File: src/rtl/tlc_phase_sched.sv
// Traffic-light phase scheduler for a main/side intersection with a pedestrian phase and an
// emergency override. One shared countdown timer paces every phase.
module tlc_phase_sched #(
    parameter int unsigned CNT_W    = 5,
    parameter int unsigned T_MAIN   = 16,
    parameter int unsigned T_SIDE   = 8,
    parameter int unsigned T_YEL    = 3,
    parameter int unsigned T_WALK   = 6,
    parameter int unsigned T_ALLRED = 1
) (
    input  logic             CK,
    input  logic             RN,
    input  logic             CAR_SIDE,
    input  logic             PED_REQ,
    input  logic             EMERG,
    output logic [1:0]       MAIN_LT,
    output logic [1:0]       SIDE_LT,
    output logic             WALK,
    output logic             PED_PEND,
    output logic [2:0]       PHASE,
    output logic [CNT_W-1:0] TIMER
);

    typedef enum logic [2:0] {
        StMg  = 3'd0,
        StMy  = 3'd1,
        StAr1 = 3'd2,
        StSg  = 3'd3,
        StSy  = 3'd4,
        StAr2 = 3'd5,
        StPw  = 3'd6,
        StEm  = 3'd7
    } state_e;

    localparam logic [1:0] LtRed = 2'b00;
    localparam logic [1:0] LtYel = 2'b01;
    localparam logic [1:0] LtGrn = 2'b10;

    localparam logic [CNT_W-1:0] LdMain   = CNT_W'(T_MAIN - 1);
    localparam logic [CNT_W-1:0] LdSide   = CNT_W'(T_SIDE - 1);
    localparam logic [CNT_W-1:0] LdYel    = CNT_W'(T_YEL - 1);
    localparam logic [CNT_W-1:0] LdWalk   = CNT_W'(T_WALK - 1);
    localparam logic [CNT_W-1:0] LdAllred = CNT_W'(T_ALLRED - 1);

    state_e           state_q, state_d;
    logic [CNT_W-1:0] timer_q, timer_d;
    logic             ped_q, ped_d;
    logic             done;
    logic [CNT_W-1:0] load_val;

    always_comb begin
        done    = (timer_q == '0);
        state_d = state_q;
        if (EMERG && (state_q != StEm)) begin
            state_d = StEm;
        end else begin
            case (state_q)
                StMg:    if (done && (CAR_SIDE || ped_q)) state_d = StMy;
                StMy:    if (done) state_d = StAr1;
                StAr1:   if (done) state_d = ped_q ? StPw : StSg;
                StPw:    if (done) state_d = CAR_SIDE ? StSg : StAr2;
                StSg:    if (done) state_d = StSy;
                StSy:    if (done) state_d = StAr2;
                StAr2:   if (done) state_d = StMg;
                StEm:    if (!EMERG) state_d = StAr2;
                default: state_d = StAr2;
            endcase
        end
    end

    always_comb begin
        case (state_d)
            StMg:          load_val = LdMain;
            StMy, StSy:    load_val = LdYel;
            StSg:          load_val = LdSide;
            StPw:          load_val = LdWalk;
            default:       load_val = LdAllred;
        endcase

        if (state_d != state_q) begin
            timer_d = load_val;
        end else if (done) begin
            timer_d = '0;
        end else begin
            timer_d = timer_q - 1'b1;
        end

        // Entering the walk phase serves the request, even one arriving on the same edge.
        ped_d = ped_q;
        if ((state_d == StPw) && (state_q != StPw)) begin
            ped_d = 1'b0;
        end else if (PED_REQ && (state_q != StPw)) begin
            ped_d = 1'b1;
        end
    end

    always_ff @(posedge CK) begin
        if (!RN) begin
            state_q <= StAr2;
            timer_q <= LdAllred;
            ped_q   <= 1'b0;
        end else begin
            state_q <= state_d;
            timer_q <= timer_d;
            ped_q   <= ped_d;
        end
    end

    always_comb begin
        MAIN_LT = LtRed;
        SIDE_LT = LtRed;
        WALK    = 1'b0;
        case (state_q)
            StMg:    MAIN_LT = LtGrn;
            StMy:    MAIN_LT = LtYel;
            StSg:    SIDE_LT = LtGrn;
            StSy:    SIDE_LT = LtYel;
            StPw:    WALK    = 1'b1;
            default: ;
        endcase
    end

    assign PHASE    = state_q;
    assign TIMER    = timer_q;
    assign PED_PEND = ped_q;

endmodule
File: config.mk
export PLATFORM = sky130hd
export DESIGN_NAME = tlc_phase_sched
export DESIGN_NICKNAME = d
export VERILOG_FILES = /design/src/rtl/tlc_phase_sched.sv
export SDC_FILE = /design/constraint.sdc
export NUM_CORES = 1
export LEC_CHECK = 0
export CAP_MARGIN = 20
export CELL_PAD_IN_SITES_DETAIL_PLACEMENT = 0
export CELL_PAD_IN_SITES_GLOBAL_PLACEMENT = 1
export CORE_MARGIN = 4
export CORE_UTILIZATION = 32
export CTS_BUF_LIST = sky130_fd_sc_hd__clkbuf_4
export CTS_CLUSTER_SIZE = 16
export DETAILED_ROUTE_END_ITERATION = 12
export HOLD_SLACK_MARGIN = 0.05
export PLACE_DENSITY = 0.84
export SYNTH_ARGS = -nofsm -noshare
export SYNTH_HDL_FRONTEND = slang
export SYNTH_SLANG_ARGS = --single-unit
File: constraint.sdc
create_clock -name CK -period 1.9 [get_ports CK]
set_input_delay 0.38 -clock CK [delete_from_list [all_inputs] [get_ports CK]]
set_output_delay 0.38 -clock CK [all_outputs]
set_load 0.05 [all_outputs]
## Word level (Yosys, flattened, before mapping)

Cells that the tools add are included.

- Memories kept: 0
- Memory bits (read-only): 0
- Bits in writable memories: 0
- Latch bits: 0
- Output and inout port bits: 14
- Register bits: 9

- Reductions and logical operators: 10
- Magnitude comparators: 0
- Divide/modulo/power cells: 0
- Bitwise gates (word level): 1
- $mul: 0
- Add/subtract/negate cells: 1
- Eq/ne operators: 14
- Multiplexer cells: 18
- Shift-type cells: 0

Operator list:

| operator | count |
|---|---|
| 3-bit two-way mux | 11 |
| 3-bit one-hot mux with 8 select lines | 1 |
| 3-bit equality test (second input constant) | 6 |
| 4-bit one-hot mux with 4 select lines | 1 |
| 5-bit two-way mux | 2 |
| 3-bit by 2-bit equality test with 1-bit output (second input constant) | 3 |
| 2-bit one-hot mux with 2 select lines | 2 |
| 3-bit by 1-bit equality test with 1-bit output (second input constant) | 2 |
| 3-bit zero test | 2 |
| 3-bit inequality test (second input constant) | 2 |
| 5-bit zero test | 1 |
| 5-bit by 1-bit subtractor with 5-bit output (second input constant) | 1 |
| 1-bit logical AND | 4 |
| 2-bit OR reduction | 2 |
| 3-bit inequality test | 1 |
| 1-bit logical OR | 1 |
| 1-bit two-way mux | 1 |
| 1-bit NOT | 1 |

## Depth between registers and ports, before layout

- Depth after elaboration: 9
- Mapped depth: 8
- Gate-level depth less buffers: 8

## Least setup slack after synthesis

Ideal clock, no wire load.

- Kind: reg-to-reg
- Start: reg state_q[2] (netlist: PHASE[2])
- End: reg timer_q[1] (netlist: TIMER[1])
- Arrival time: 2,537 ps
- Data required time: 1,762 ps
- Path buffers: 1
- Clock period less this slack: 2,675 ps
- Setup slack: -775 ps
- Stages on the path, launching flop included: 8
- Cells stage by stage: dfxtp_1 -> clkbuf_1 -> nor3_1 -> nand3b_1 -> nand4_1 -> o2111ai_1 -> o21ai_0 -> a21oi_1

- Cells in the longest elaborated chain, start to end: 7
- Elaborated cells on any way between the ends: 29
- Those cells by class: 13 x eq/ne; 12 x mux; 4 x reduce/logical

Ends and longest elaborated chain:

| item | line | RTL |
|---|---|---|
| from (decl) | 45 | `state_e state_q, state_d;` |
| from (signal assigned) | 99 | `state_q <= StAr2;` |
| from (signal assigned) | 103 | `state_q <= state_d;` |
| 3-bit equality test (tied with other cells) | 57 | `case (state_q)` |
| 3-bit one-hot mux with 8 select lines or 1-bit logical AND (tied branches) | 57, 54 |  |
| 3-bit two-way mux | 54 | `if (EMERG && (state_q != StEm)) begin` |
| 3-bit by 1-bit equality test with 1-bit output or 3-bit equality test (tied branches) | 72 | `case (state_d)` |
| 2-bit OR reduction | 72 |  |
| 4-bit one-hot mux with 4 select lines | 72 |  |
| 5-bit two-way mux * | 80 | `if (state_d != state_q) begin` |
| to (signal assigned) | 100 | `timer_q <= LdAllred;` |
| to (signal assigned) | 104 | `timer_q <= timer_d;` |
| to (decl) | 46 | `logic [CNT_W-1:0] timer_q, timer_d;` |

Mark *: on every way between the ends. The rest lies on a longest branch, timed or not.
A chain may end at the register's enable or synchronous reset.

## Worst setup path in the final report

- Start: reg timer_q[0] (netlist: TIMER[0])
- End: reg timer_q[1] (netlist: TIMER[1])

- Cells in the longest elaborated chain, start to end: 9
- Elaborated cells on any way between the ends: 22
- Those cells by class: 1 x add/sub; 5 x eq/ne; 12 x mux; 4 x reduce/logical

Ends and longest elaborated chain:

| item | line | RTL |
|---|---|---|
| 5-bit zero test | 52 | `done = (timer_q == '0);` |
| 1-bit logical AND | 58 | `StMg: if (done && (CAR_SIDE \|\| ped_q)) state_d = StMy;` |
| 3-bit two-way mux | 58 |  |
| 3-bit one-hot mux with 8 select lines | 57 |  |
| 3-bit two-way mux | 54 |  |
| 3-bit by 1-bit equality test with 1-bit output or 3-bit equality test (tied branches) | 72 |  |
| 2-bit OR reduction | 72 |  |
| 4-bit one-hot mux with 4 select lines | 72 |  |
| 5-bit two-way mux * | 80 |  |

Marked as above.

==> impl_summary.log <==
[metrics] outcome: finished with violations
[metrics] violations in the final reports: negative setup slack
[metrics] Die Width: 56.4 um
[metrics] total via count in the routed design: 918
[metrics] number of enable flip-flop cells after synthesis: 0
[metrics] synthesis warning total: 0
[metrics] Mapped Cells: 96
[metrics] Period minus WS final: 2.13 ns
[metrics] via count of the first global-routing pass: 885
[metrics] count of antenna-violating nets left after detailed routing: 0
[metrics] initial antenna violation count: 0
[metrics] sort of element at the end of the critical path: flip-flop
[metrics] transition time of the tightest slew-check pin: 0.552 ns
[metrics] Diodes inserted: 0
[metrics] WS Path Type: reg2reg
[metrics] final net count: 158
[metrics] post-route setup slack: -0.231 ns
[metrics] setup repair after global routing missed its margin: yes
[metrics] Setup-failing EPs final: 7
[metrics] Area growth, synth to finish: 92.8%
[metrics] required time of the worst setup path: 2.10 ns
[metrics] Max-Slew Margin vs Limit: 62.2%
[metrics] layout cells sized above 1: 58.7%
[metrics] startpoint of the lowest-slack register-to-register path: TIMER[0]$_SDFF_PN0_
[metrics] worst setup path startpoint: TIMER[0]$_SDFF_PN0_
[metrics] cell type contributing the most total cell area after synthesis: sky130_fd_sc_hd__dfxtp_1
[metrics] non-filler instance count after layout: 178
[metrics] Clock H-tree levels: 1
[metrics] total length of routed met2 wires: 1.31 mm
[metrics] core region area: 2210 sq um
[metrics] clock buffers created by TritonCTS: 3
[metrics] worst clock skew: 0.00764 ns
[metrics] total gr overflow: 0
[metrics] Post-Synthesis Net Count: 103
[metrics] detailed-route DRC error count: 0
[metrics] origin of the worst min-delay path: PED_PEND$_SDFFE_PP0P_
[metrics] leakage power total: 0.649 nW
[metrics] pwr dens: 2150 nW/um^2
[metrics] DRT Wirelength: 2.50 mm
[metrics] CTS tree: built
[metrics] CP Max Fanout: 4
[metrics] Detailed Route Iter0 Violations: 16
[metrics] wire length of the first global-routing pass: 4.04 mm
[metrics] instance count after placement with tap cells included: 168
[metrics] sum of net half-perimeters after detailed placement: 1.79 mm
[metrics] largest cells by area after synthesis: sky130_fd_sc_hd__dfxtp_1 24%, sky130_fd_sc_hd__mux2i_1 5.3%, sky130_fd_sc_hd__nor2_1 4.5%
[metrics] clk buf depth: 2
[metrics] amount of wire on met3 after detailed routing: 51 um
[metrics] area share of the leading cell type in the synthesized netlist: 24.0%
[metrics] average wire per standard cell: 14.1 um
[metrics] number of sinks handled by clock tree synthesis: 9
[metrics] maximum clock frequency: 469 MHz
[metrics] total routed wire length on the met1 layer: 1.11 mm
[metrics] Synth top cells by count: 9 x sky130_fd_sc_hd__dfxtp_1, 9 x sky130_fd_sc_hd__nor2_1, 7 x sky130_fd_sc_hd__nand2_1
[metrics] startpoint types: flip-flop
[metrics] Site Rows: 17
[metrics] GP Congestion: 0.910
[metrics] post-route fraction of the period consumed by the critical path: 112%
[metrics] initial cell density of the core: 33.9%
[metrics] Global Route Usage Sum: 15.7%
[metrics] portion of the post-synthesis area used by sequential elements: 24.0%
[metrics] data arrival time at the worst-slack endpoint: 2.34 ns
[metrics] post-synth cell types: 39
[metrics] I/O pins: 19
[metrics] path class of the lowest-slack min-delay path: reg2reg
[metrics] number of buffers inserted by hold repair at cts: 0
[metrics] port bufs: 18
[metrics] Post-synth top flop: sky130_fd_sc_hd__dfxtp_1
[metrics] Via-to-Cell Ratio: 5.16
[metrics] final hold viol count: 0
[metrics] clock input transition at the sequential cells of the worst setup and hold paths: 0.07 ns
[metrics] first-pass iteration count of the detailed router: 4
[metrics] die boundary height: 56.4 um
[metrics] number of fillers in the final layout: 182
[metrics] synthesized area divided by synthesized cell count: 7.81 sq um
[metrics] Top Metal Used: met4
[metrics] final setup TNS: -1.27 ns
[metrics] post-place setup slack: -0.207 ns
[metrics] die area: 3180 sq um
[metrics] max-cap violation count: 0
[metrics] final slew viol count: 0
[metrics] synthesized area: 749 sq um
[metrics] maximum vdd ir drop: 1.38 mV
[metrics] clock network latency to the later pin of the worst-skew pair: 0.27 ns
[metrics] share of flip-flops with an asynchronous set or reset after synthesis: 0%
[metrics] cell chosen for the clock root: sky130_fd_sc_hd__clkbuf_4
[metrics] largest net degree at the start of global routing: 17
[metrics] Seq cells post-synth: 9
[final cells by class]
class                      instances  area, sq um  area share, %
clock buffer                       3         22.5           1.56
clock inverter                     1         5.00          0.346
inverter                           4         17.5           1.21
multi-input combinational         78          656           45.4
sequential                         9          196           13.6
tap                               28         35.0           2.42
timing repair buffer              55          513           35.5
[metal layers]
metal | track usage [%] | vias to the layer above
met1 | 21.2 | 436
met5 | 0 | -
li1 | - | 465
met3 | 1.38 | 2
met2 | 25.7 | 15
met4 | 6.10 | 0
[state kept, by name (all words and copies together), names as in the netlist]
signal and cells:
PED_PEND 1, TIMER 5, PHASE 3
[metrics by stage]
step / hold slack, ns / area [sq um] / utilization [%] / power [W]
global placement: 0.626 / 1280 / 57.9 / 0.00242
floorplan: 0.442 / 817 / - / 0.00157
finish: 0.666 / 1450 / 65.3 / 0.00310
detailed placement: 0.650 / 1280 / 57.9 / 0.00243
CTS: 0.665 / 1340 / 60.6 / 0.00273
global route: 0.685 / 1450 / 65.3 / 0.00330
[placed cells by master, fill, tap and decap left out, types with 2 or more instances in the layout]
cell type                          n
sky130_fd_sc_hd__clkdlybuf4s50_1   4
sky130_fd_sc_hd__o21ai_0           5
sky130_fd_sc_hd__buf_12            6
sky130_fd_sc_hd__xor2_1            2
sky130_fd_sc_hd__nor3_2            2
sky130_fd_sc_hd__dfxtp_1           2
sky130_fd_sc_hd__inv_1             2
sky130_fd_sc_hd__nor2_1            9
sky130_fd_sc_hd__clkbuf_4          3
sky130_fd_sc_hd__nand4_1           2
sky130_fd_sc_hd__nor3b_1           2
sky130_fd_sc_hd__dfxtp_2           4
sky130_fd_sc_hd__mux2i_1           2
sky130_fd_sc_hd__nor3_4            2
sky130_fd_sc_hd__buf_6             4
sky130_fd_sc_hd__nor2b_1           3
sky130_fd_sc_hd__and3b_1           2
sky130_fd_sc_hd__a21oi_1           3
sky130_fd_sc_hd__and4_2            2
sky130_fd_sc_hd__dfxtp_4           3
sky130_fd_sc_hd__nand3_1           3
sky130_fd_sc_hd__nand3_2           2
sky130_fd_sc_hd__nor3_1            2
sky130_fd_sc_hd__buf_4            41
sky130_fd_sc_hd__nand2_1           7
[worst max-delay path, cell delays in order (launching register included)]
cell and delay [ns]:
sky130_fd_sc_hd__dfxtp_4 0.36, sky130_fd_sc_hd__inv_4 0.06, sky130_fd_sc_hd__ha_4 0.13, sky130_fd_sc_hd__or4b_4 0.50
sky130_fd_sc_hd__or3_4 0.35, sky130_fd_sc_hd__a41o_4 0.30, sky130_fd_sc_hd__mux2_4 0.27, sky130_fd_sc_hd__a21oi_2 0.10
[cell families after synthesis]
family / count (synthesis) / synth area share (%)
AO/OA/AOI/OAI: 20 / 18.2
XOR/XNOR: 3 / 3.51
adder cells (fa/ha/maj): 2 / 3.34
buffers and inverters: 9 / 5.01
flip-flops: 9 / 24.0
multiplexers: 5 / 6.84
AND/OR/NAND/NOR: 48 / 39.1
[path summary, 6_finish.rpt]
kind	endpoint	slack [ns]	cells after the start
max reg2reg	TIMER[1]$_SDFF_PN0_	-0.23	7
min reg2reg	PED_PEND$_SDFFE_PP0P_	0.67	2
min	PED_PEND$_SDFFE_PP0P_	0.67	2
max	TIMER[1]$_SDFF_PN0_	-0.23	7
[timing repair]
action                     4_1_cts  5_1_grt
setup endpoints to repair        7       10
resized for setup                4       15
setup buffers                    2        4
pin swaps                        2        6
[power by group]
| part | total (W) | switching [W] | internal, W |
|---|---|---|---|
| Combinational | 0.00257 | 0.00122 | 0.00134 |
| Sequential | 0.000377 | 0.000106 | 0.000271 |
| Clock | 0.000156 | 0.0000780 | 0.0000778 |
No activity file was read; power rests on OpenSTA's default activity.
